### src/rtl/mem_arbiter.sv
// ============================================================================
//  Module      : mem_arbiter
//  Description : Single-port memory arbiter between instruction fetch and
//                data ports, with byte/halfword lane steering and strobes.
//  Revision    : 1.0 - initial release
// ============================================================================
`default_nettype none

module mem_arbiter #(
    parameter int STARVE_LIMIT = 4
) (
    input  logic        clk,
    input  logic        nrst,
    // instruction port
    input  logic        imem_ren,
    input  logic [31:0] imem_addr,
    output logic [31:0] imem_load,
    output logic        ihit,
    // data port
    input  logic        dmem_ren,
    input  logic        dmem_wen,
    input  logic [31:0] dmem_addr,
    input  logic [31:0] dmem_store,
    input  logic [1:0]  dmem_width,
    output logic [31:0] dmem_load,
    output logic        dhit,
    output logic        dmem_err,
    // memory bus
    output logic        mem_ren,
    output logic        mem_wen,
    output logic [31:0] mem_addr,
    output logic [31:0] mem_store,
    output logic [3:0]  mem_strobe,
    input  logic [31:0] mem_load,
    input  logic        mem_ready
);

    localparam logic [1:0] c_st_idle    = 2'd0;
    localparam logic [1:0] c_st_ifetch  = 2'd1;
    localparam logic [1:0] c_st_daccess = 2'd2;
    localparam logic [3:0] c_limit      = 4'(STARVE_LIMIT);

    logic [1:0]  r_state;
    logic [3:0]  r_starve_cnt;
    logic [1:0]  r_lane;
    logic [1:0]  r_width;
    logic        r_mis;
    logic        r_mis_done;
    logic        r_mem_ren;
    logic        r_mem_wen;
    logic [31:0] r_mem_addr;
    logic [31:0] r_mem_store;
    logic [3:0]  r_mem_strobe;

    logic        w_dreq;
    logic        w_grant_i;
    logic        w_grant_d;
    logic [1:0]  w_lane;
    logic        w_mis;
    logic [31:0] w_store;
    logic [3:0]  w_strobe;
    logic [31:0] w_shifted;
    logic [31:0] w_load;
    logic        w_dhit_ok;
    logic        w_dhit_err;
    logic        w_unused;

    // Fetch addresses are word aligned; the low bits carry no information.
    assign w_unused = ^imem_addr[1:0];

    assign w_dreq    = dmem_ren | dmem_wen;
    assign w_grant_i = imem_ren & (~w_dreq | (r_starve_cnt == c_limit));
    assign w_grant_d = w_dreq & ~w_grant_i;
    assign w_lane    = dmem_addr[1:0];
    assign w_mis     = ((dmem_width == 2'b01) & dmem_addr[0]) |
                       (dmem_width[1] & (dmem_addr[1:0] != 2'b00));

    always_comb begin
        w_store  = dmem_store;
        w_strobe = 4'hF;
        case (dmem_width)
            2'b00: begin
                w_store  = {4{dmem_store[7:0]}};
                w_strobe = 4'b0001 << w_lane;
            end
            2'b01: begin
                w_store  = {2{dmem_store[15:0]}};
                w_strobe = 4'b0011 << w_lane;
            end
            default: begin
                w_store  = dmem_store;
                w_strobe = 4'hF;
            end
        endcase
    end

    assign w_shifted = mem_load >> {r_lane, 3'b000};

    always_comb begin
        w_load = w_shifted;
        case (r_width)
            2'b00:   w_load = {24'd0, w_shifted[7:0]};
            2'b01:   w_load = {16'd0, w_shifted[15:0]};
            default: w_load = w_shifted;
        endcase
    end

    always_ff @(posedge clk or negedge nrst) begin
        if (!nrst) begin
            r_state      <= c_st_idle;
            r_starve_cnt <= 4'd0;
            r_lane       <= 2'd0;
            r_width      <= 2'd0;
            r_mis        <= 1'b0;
            r_mis_done   <= 1'b0;
            r_mem_ren    <= 1'b0;
            r_mem_wen    <= 1'b0;
            r_mem_addr   <= 32'd0;
            r_mem_store  <= 32'd0;
            r_mem_strobe <= 4'd0;
        end else begin
            case (r_state)
                c_st_idle: begin
                    if (w_grant_i) begin
                        r_state      <= c_st_ifetch;
                        r_mem_ren    <= 1'b1;
                        r_mem_addr   <= {imem_addr[31:2], 2'b00};
                        r_mem_strobe <= 4'hF;
                        r_starve_cnt <= 4'd0;
                    end else if (w_grant_d) begin
                        r_state      <= c_st_daccess;
                        r_lane       <= w_lane;
                        r_width      <= dmem_width;
                        r_mis        <= w_mis;
                        r_mis_done   <= 1'b0;
                        r_mem_ren    <= dmem_ren & ~w_mis;
                        r_mem_wen    <= dmem_wen & ~w_mis;
                        r_mem_addr   <= {dmem_addr[31:2], 2'b00};
                        r_mem_store  <= w_store;
                        r_mem_strobe <= w_mis ? 4'd0 : (dmem_wen ? w_strobe : 4'hF);
                        if (imem_ren && (r_starve_cnt != c_limit))
                            r_starve_cnt <= r_starve_cnt + 4'd1;
                    end
                end
                c_st_ifetch: begin
                    if (mem_ready) begin
                        r_state      <= c_st_idle;
                        r_mem_ren    <= 1'b0;
                        r_mem_strobe <= 4'd0;
                    end
                end
                c_st_daccess: begin
                    // Misaligned accesses never touch the bus and report a
                    // cycle later, independent of mem_ready.
                    if (r_mis) begin
                        if (r_mis_done) begin
                            r_state    <= c_st_idle;
                            r_mis      <= 1'b0;
                            r_mis_done <= 1'b0;
                        end else begin
                            r_mis_done <= 1'b1;
                        end
                    end else if (mem_ready) begin
                        r_state      <= c_st_idle;
                        r_mem_ren    <= 1'b0;
                        r_mem_wen    <= 1'b0;
                        r_mem_strobe <= 4'd0;
                    end
                end
                default: r_state <= c_st_idle;
            endcase
            if (!imem_ren)
                r_starve_cnt <= 4'd0;
        end
    end

    assign w_dhit_ok  = (r_state == c_st_daccess) & ~r_mis & mem_ready;
    assign w_dhit_err = (r_state == c_st_daccess) & r_mis & r_mis_done;

    assign ihit       = (r_state == c_st_ifetch) & mem_ready;
    assign imem_load  = ihit ? mem_load : 32'd0;
    assign dhit       = w_dhit_ok | w_dhit_err;
    assign dmem_err   = w_dhit_err;
    assign dmem_load  = w_dhit_ok ? w_load : 32'd0;

    assign mem_ren    = r_mem_ren;
    assign mem_wen    = r_mem_wen;
    assign mem_addr   = r_mem_addr;
    assign mem_store  = r_mem_store;
    assign mem_strobe = r_mem_strobe;

endmodule

`default_nettype wire
### config.mk
export PLATFORM = sky130hd
export DESIGN_NAME = mem_arbiter
export DESIGN_NICKNAME = d
export VERILOG_FILES = /design/src/rtl/mem_arbiter.sv
export SDC_FILE = /design/constraint.sdc
export NUM_CORES = 1
export LEC_CHECK = 0
export CAP_MARGIN = 20
export CELL_PAD_IN_SITES_DETAIL_PLACEMENT = 0
export CELL_PAD_IN_SITES_GLOBAL_PLACEMENT = 1
export CORE_ASPECT_RATIO = 1.75
export CORE_MARGIN = 10
export CORE_UTILIZATION = 27
export DETAILED_ROUTE_END_ITERATION = 8
export PLACE_DENSITY_LB_ADDON = 0.15
export SLEW_MARGIN = 20
export SYNTH_ARGS = -nofsm -noshare
export SYNTH_HDL_FRONTEND = slang
export SYNTH_SLANG_ARGS = --single-unit
### constraint.sdc
create_clock -name clk -period 2.3 [get_ports clk]
set_clock_uncertainty 0.05 [all_clocks]
set_input_delay 0.345 -clock clk [delete_from_list [all_inputs] [get_ports clk]]
set_output_delay 0.345 -clock clk [all_outputs]
set_load 0.01 [all_outputs]
# Word level (Yosys, flattened, before mapping)
# Index checks and enable logic that the tools add are counted.
# W data, S select, Z words.
word_totals:
  register_bits: 82
  in_bits: 136
  out_inout_bits: 137
classes:
  add_sub_neg: 1
  eq_ne: 16
  shift: 3
  mux: 44
  bitwise: 19
  n_reduce_logical: 16
op_table:
  columns: ["cell", "n"]
  rows:
  - ["$mux W32", 4]
  - ["$pmux W32 S2", 2]
  - ["$mux W4", 11]
  - ["$shr A32 B5 Y32", 1]
  - ["$mux W1", 15]
  - ["$pmux W4 S3", 1]
  - ["$reduce_and A3 Y1", 4]
  - ["$and A1 B1 Y1", 11]
  - ["$mux W2", 5]
  - ["$ne A2 B2 Y1 const B", 5]
  - ["$pmux W4 S2", 1]
  - ["$eq A2 B1 Y1 const B", 3]
  - ["$logic_not A2 Y1", 3]
  - ["$ne A3 B1 Y1 const B", 2]
  - ["$ne A3 B3 Y1 const B", 2]
  - ["$pmux W1 S2", 3]
  - ["$pmux W2 S3", 1]
  - ["$reduce_bool A2 Y1", 3]
  - ["$reduce_and A5 Y1", 1]
  - ["$add A4 B1 Y4 const B", 1]
  - ["$eq A4 B3 Y1 const B", 1]
  - ["$ne A4 B3 Y1 const B", 1]
  - ["$not A1 Y1", 4]
  - ["$or A1 B1 Y1", 4]
  - ["other kinds (9)", 10]

# Logic depth before layout (Yosys ltp)
logic_depth:
  ltp_word: 10
  ltp_mapped: 8

# Worst setup path after synthesis
# No wires, ideal clock.
synth_timing:
  kind: "register to output"
  start: "register r_state[0]"
  end: "output port dmem_load[24]"
  arrival_time_ns: 1.585
  required_ns: 1.905
  setup_slack_ns: 0.320
  path_stages_with_launch: 8
  n_path_buf: 1
  path_cell_list: "dfrtp_1 > inv_1 > ha_1 > nand3b_1 > or3b_1 > buf_6 > nor2_8 > and2_1"
synth_via:
  elab_chain_len: 4
synth_lines:
  columns: ["element", "line", "source"]
  rows:
  - ["start, declared", "43", "logic [1:0] r_state;"]
  - ["start signal, assigned", "110", "r_state <= c_st_idle;"]
  - ["start signal, assigned", "125", "r_state <= c_st_ifetch;"]
  - ["start signal, assigned", "131", "r_state <= c_st_daccess;"]
  - ["$eq A2 B2 Y1", "177", "assign w_dhit_ok = (r_state == c_st_daccess) & ~r_mis & mem_ready;"]
  - ["$and A1 B1 Y1 (2 in a row)", "177", null]
  - ["$mux W32", "184", "assign dmem_load = w_dhit_ok ? w_load : 32'd0;"]
  - ["end, declared", "25", "output logic [31:0] dmem_load,"]
# Every way passes these cells.

# Worst setup path after layout
layout_timing:
  start: "register r_state[0]"
  end: "output port dmem_load[25]"
# Same word-level chain as after synthesis.

==> out/qor.yml <==
yosys:
  synth_compound_area_frac: 0.1555
  synthTopCellsByCount: "nand2_1, dfrtp_1, nor2_1"
  synthTopCellsByArea: "dfrtp_1, mux2i_1, nand2_1, nor2_1, and3_1"
  ys_ff_latch: 80
  synth_top_family_by_area: "simple AND/OR/NAND/NOR gates"
  yosys-mux-area-fraction: 0.1103
  synth_cell_types: 48
  post-synth-top-area-fraction: 0.4211
  syn_area_per_cell_sq_um: 8.536
  yosysTopAreaCell: "dfrtp_1"
  yosysWarnings: 0
  syn_area_sq_um: 4755
  synth_edf_count: 0
  synth-xor-area-share: 0
  synth_fa_ha_area_frac: 0.01579
  synth-simple-area-share: 0.2413
  synth_ff_type: "dfrtp_1"
  syn-instance-count: 557
  yosysMostFrequentCell: "nand2_1"
  async_flop_share: 1.000
  yosysSeqAreaShare: 0.4211
global_route:
  grt.busiest_layer: "met2"
  antenna_found_initial: 1
  overflow: 0
  grt_pass1_wl_um: 30970
  grt_max_degree: 61
  met1_usage: 0.1735
  met3_usage: 0.06239
  met2_usage: 0.2856
  grt_pass1_vias: 5426
  track_usage: 0.1619
pwr:
  vdd_drop_max_mv: 0.4254
  total_power_mw: 8.487
  p_leak_nw: 3.745
  p_per_area_nw_per_um2: 1034
worst_setup_path:
  ff2ff_path_depth: 8
  worst_r2r_endpoint: "mem_store[5]$_DFFE_PN0P_"
  crit_path_top_delay_cell: "or3b_4"
  cp-end-kind: "output pin"
  cp_common_cell: "buf_6"
  worstPathRequired_ns: 1.90
  path_cells: "inv_2 > ha_4 > nand3b_1 > or3b_4 > buf_6 > nor2_8 > and2_4 > buf_6"
  arrival_ns: 1.99
  start_kind: "flip-flop"
  ff2ff_setup_slack_ns: 0.38
  critPathMaxStageDelay_ns: 0.40
  rr_startpoint: "r_state[0]$_DFFE_PN0P_"
  path_class: "reg2out"
  critical_path.max_fanout: 8
clock_tree:
  clk_pin_slew_worst_paths_ns: 0.07
  clock_latency_ns: 0.34
  clk_path_buf_depth: 2
  cts_tree: "done"
  cts_sinks: 80
  cts_made_buffers: 9
  htreeDepth: 3
  cts_root_buf: "clkbuf_16"
timing:
  whs_ns: 0.4297
  drv_slew: 0
  fmax_ghz: 0.4192
  period_share: 1.037
  fin_crit_ns: 2.386
  worst_slack_ns: -0.08555
  grt_setup_unrepaired: "yes"
  hold_violations: 0
  setup_viol: 20
worst_hold_path:
  min_path_cells: 2
  hold_start: "mem_store[10]$_DFFE_PN0P_"
  hold_path_class: "reg2reg"
  hold-path-endpoint: "mem_store[10]$_DFFE_PN0P_"
floorplan:
  io_pins: 273
  initial_utilization: 0.2736
  die_area_sq_um: 23530
  die_y_um: 195.5
  core-area_sq_um: 17380
  die_w_um: 120.3
  fp-row-count: 64
drt:
  drt_pass1_iterations: 4
  wl_per_cell_um: 18.27
  drcViolationCount: 0
  antenna_left: 0
  drt_iter0_drc: 247
  viasPerCell: 4.749
  totalWireLength_um: 19610
  dr_total_vias: 5096
placement:
  routabilityCongestion: 0.8398
  dp.cells: 1051
  dpl.hpwl_um: 15510
  portBuffers: 268
layout:
  num_antenna_cells: 0
  fillers: 1770
  final_layout_size_suffix_gt1_frac: 0.1615
  nets: 979
  final_cells: 1073
  syn_to_final_growth_pct: 72.58
status:
  status: "complete, but fails checks"
  failed_checks: "negative setup slack"
job:
  maxCapViolCount: 0
==> sequential cells by signal, summed over array words and instances, names as in the netlist <==
name,count
r_starve_cnt,4
mem_strobe,4
mem_ren,1
mem_wen,1
r_mis,1
r_lane,2
r_width,2
r_mis_done,1
mem_addr,30
mem_store,32
r_state,2
==> layout by cell type, fill, tap and decap left out, types with 10 or more instances in the layout <==
cell type        instances
clkdlybuf4s50_1        200
nand2_1                 99
dfrtp_1                 80
nor2_1                  59
mux2i_1                 40
o21ai_0                 35
buf_4                   35
and3_1                  33
a31oi_1                 30
dlygate4sd2_1           28
a21oi_1                 25
a211oi_1                16
clkbuf_2                11
mux2_2                  10
buf_6                   10
==> kinds of logic (layout without fill, tap and decap cells) <==
logic type | after synthesis | in the layout
mux | 51 | 51
simple gates | 244 | 244
flops | 80 | 80
compound gates | 122 | 122
buf+inv | 53 | 337
other cells | 1 | 2
fa+ha+maj | 6 | 6
==> per-stage QoR <==
step	cell area (sq um)	setup WS [ns]	util	TNS (ns)
4_1_cts	8168	-0.1148	0.4700	-2.038
6_report	8205	-0.08555	0.4722	-0.9385
5_1_grt	8205	-0.1894	0.4722	-3.321
2_1_floorplan	4758	0.3196	-	0
3_3_place_gp	7883	-0.4998	0.4536	-11.19
3_5_place_dp	7883	-0.5043	0.4536	-12.07
==> area by class of cell <==
cell class | instances | area [sq um] | share of cell area
repair buffers | 313 | 3028 | 0.3690
multi-input cells | 425 | 2569 | 0.3131
flip-flops and latches | 80 | 2002 | 0.2440
well taps | 231 | 289.0 | 0.03522
clock buffers | 10 | 239.0 | 0.02912
clock inverters | 6 | 48.80 | 0.005947
inverters | 8 | 30.03 | 0.003660
==> critical path, delay by kind of cell (launching register included) <==
kind,cells,cell delay [ns]
and+or+nand+nor,4,0.82
DFF,1,0.39
buffers and inverters,3,0.31
adders and majority gates,1,0.12
==> how the worst max path moves through the flow <==
stage / startpoint / endpoint / slack (ns) / cells past startpoint
global placement: mem_ready / dmem_load[16] / -0.50 / 6
global route: r_state[0]$_DFFE_PN0P_ / dmem_load[8] / -0.19 / 8
floorplan: r_state[0]$_DFFE_PN0P_ / dmem_load[24] / 0.32 / 7
detailed placement: mem_ready / dmem_load[17] / -0.50 / 6
finish: r_state[0]$_DFFE_PN0P_ / dmem_load[25] / -0.09 / 8
CTS: r_state[0]$_DFFE_PN0P_ / dmem_load[12] / -0.11 / 8
==> report_power, final <==
part           total, mW  internal, mW  switching, mW
registers           2.45          2.07          0.374
clock network       1.40         0.775          0.623
logic               4.64          2.36           2.28
==> per-layer routing <==
| metal | routed length, um | part of all wire |
|---|---|---|
| met4 | 375 | 0.019 |
| met2 | 9802 | 0.50 |
| met3 | 1807 | 0.092 |
| met5 | 13 | 0.00066 |
| met1 | 7608 | 0.39 |
==> what timing repair did <==
item	CTS	global route
gates cloned	1	0
buffers inserted	2	2
endpoints found under the hold margin	35	0
pin swaps	14	4
gates resized for setup	153	40
hold buffers	1	0
endpoints found under the setup margin	66	41
(Power assumes the default switching activity.)
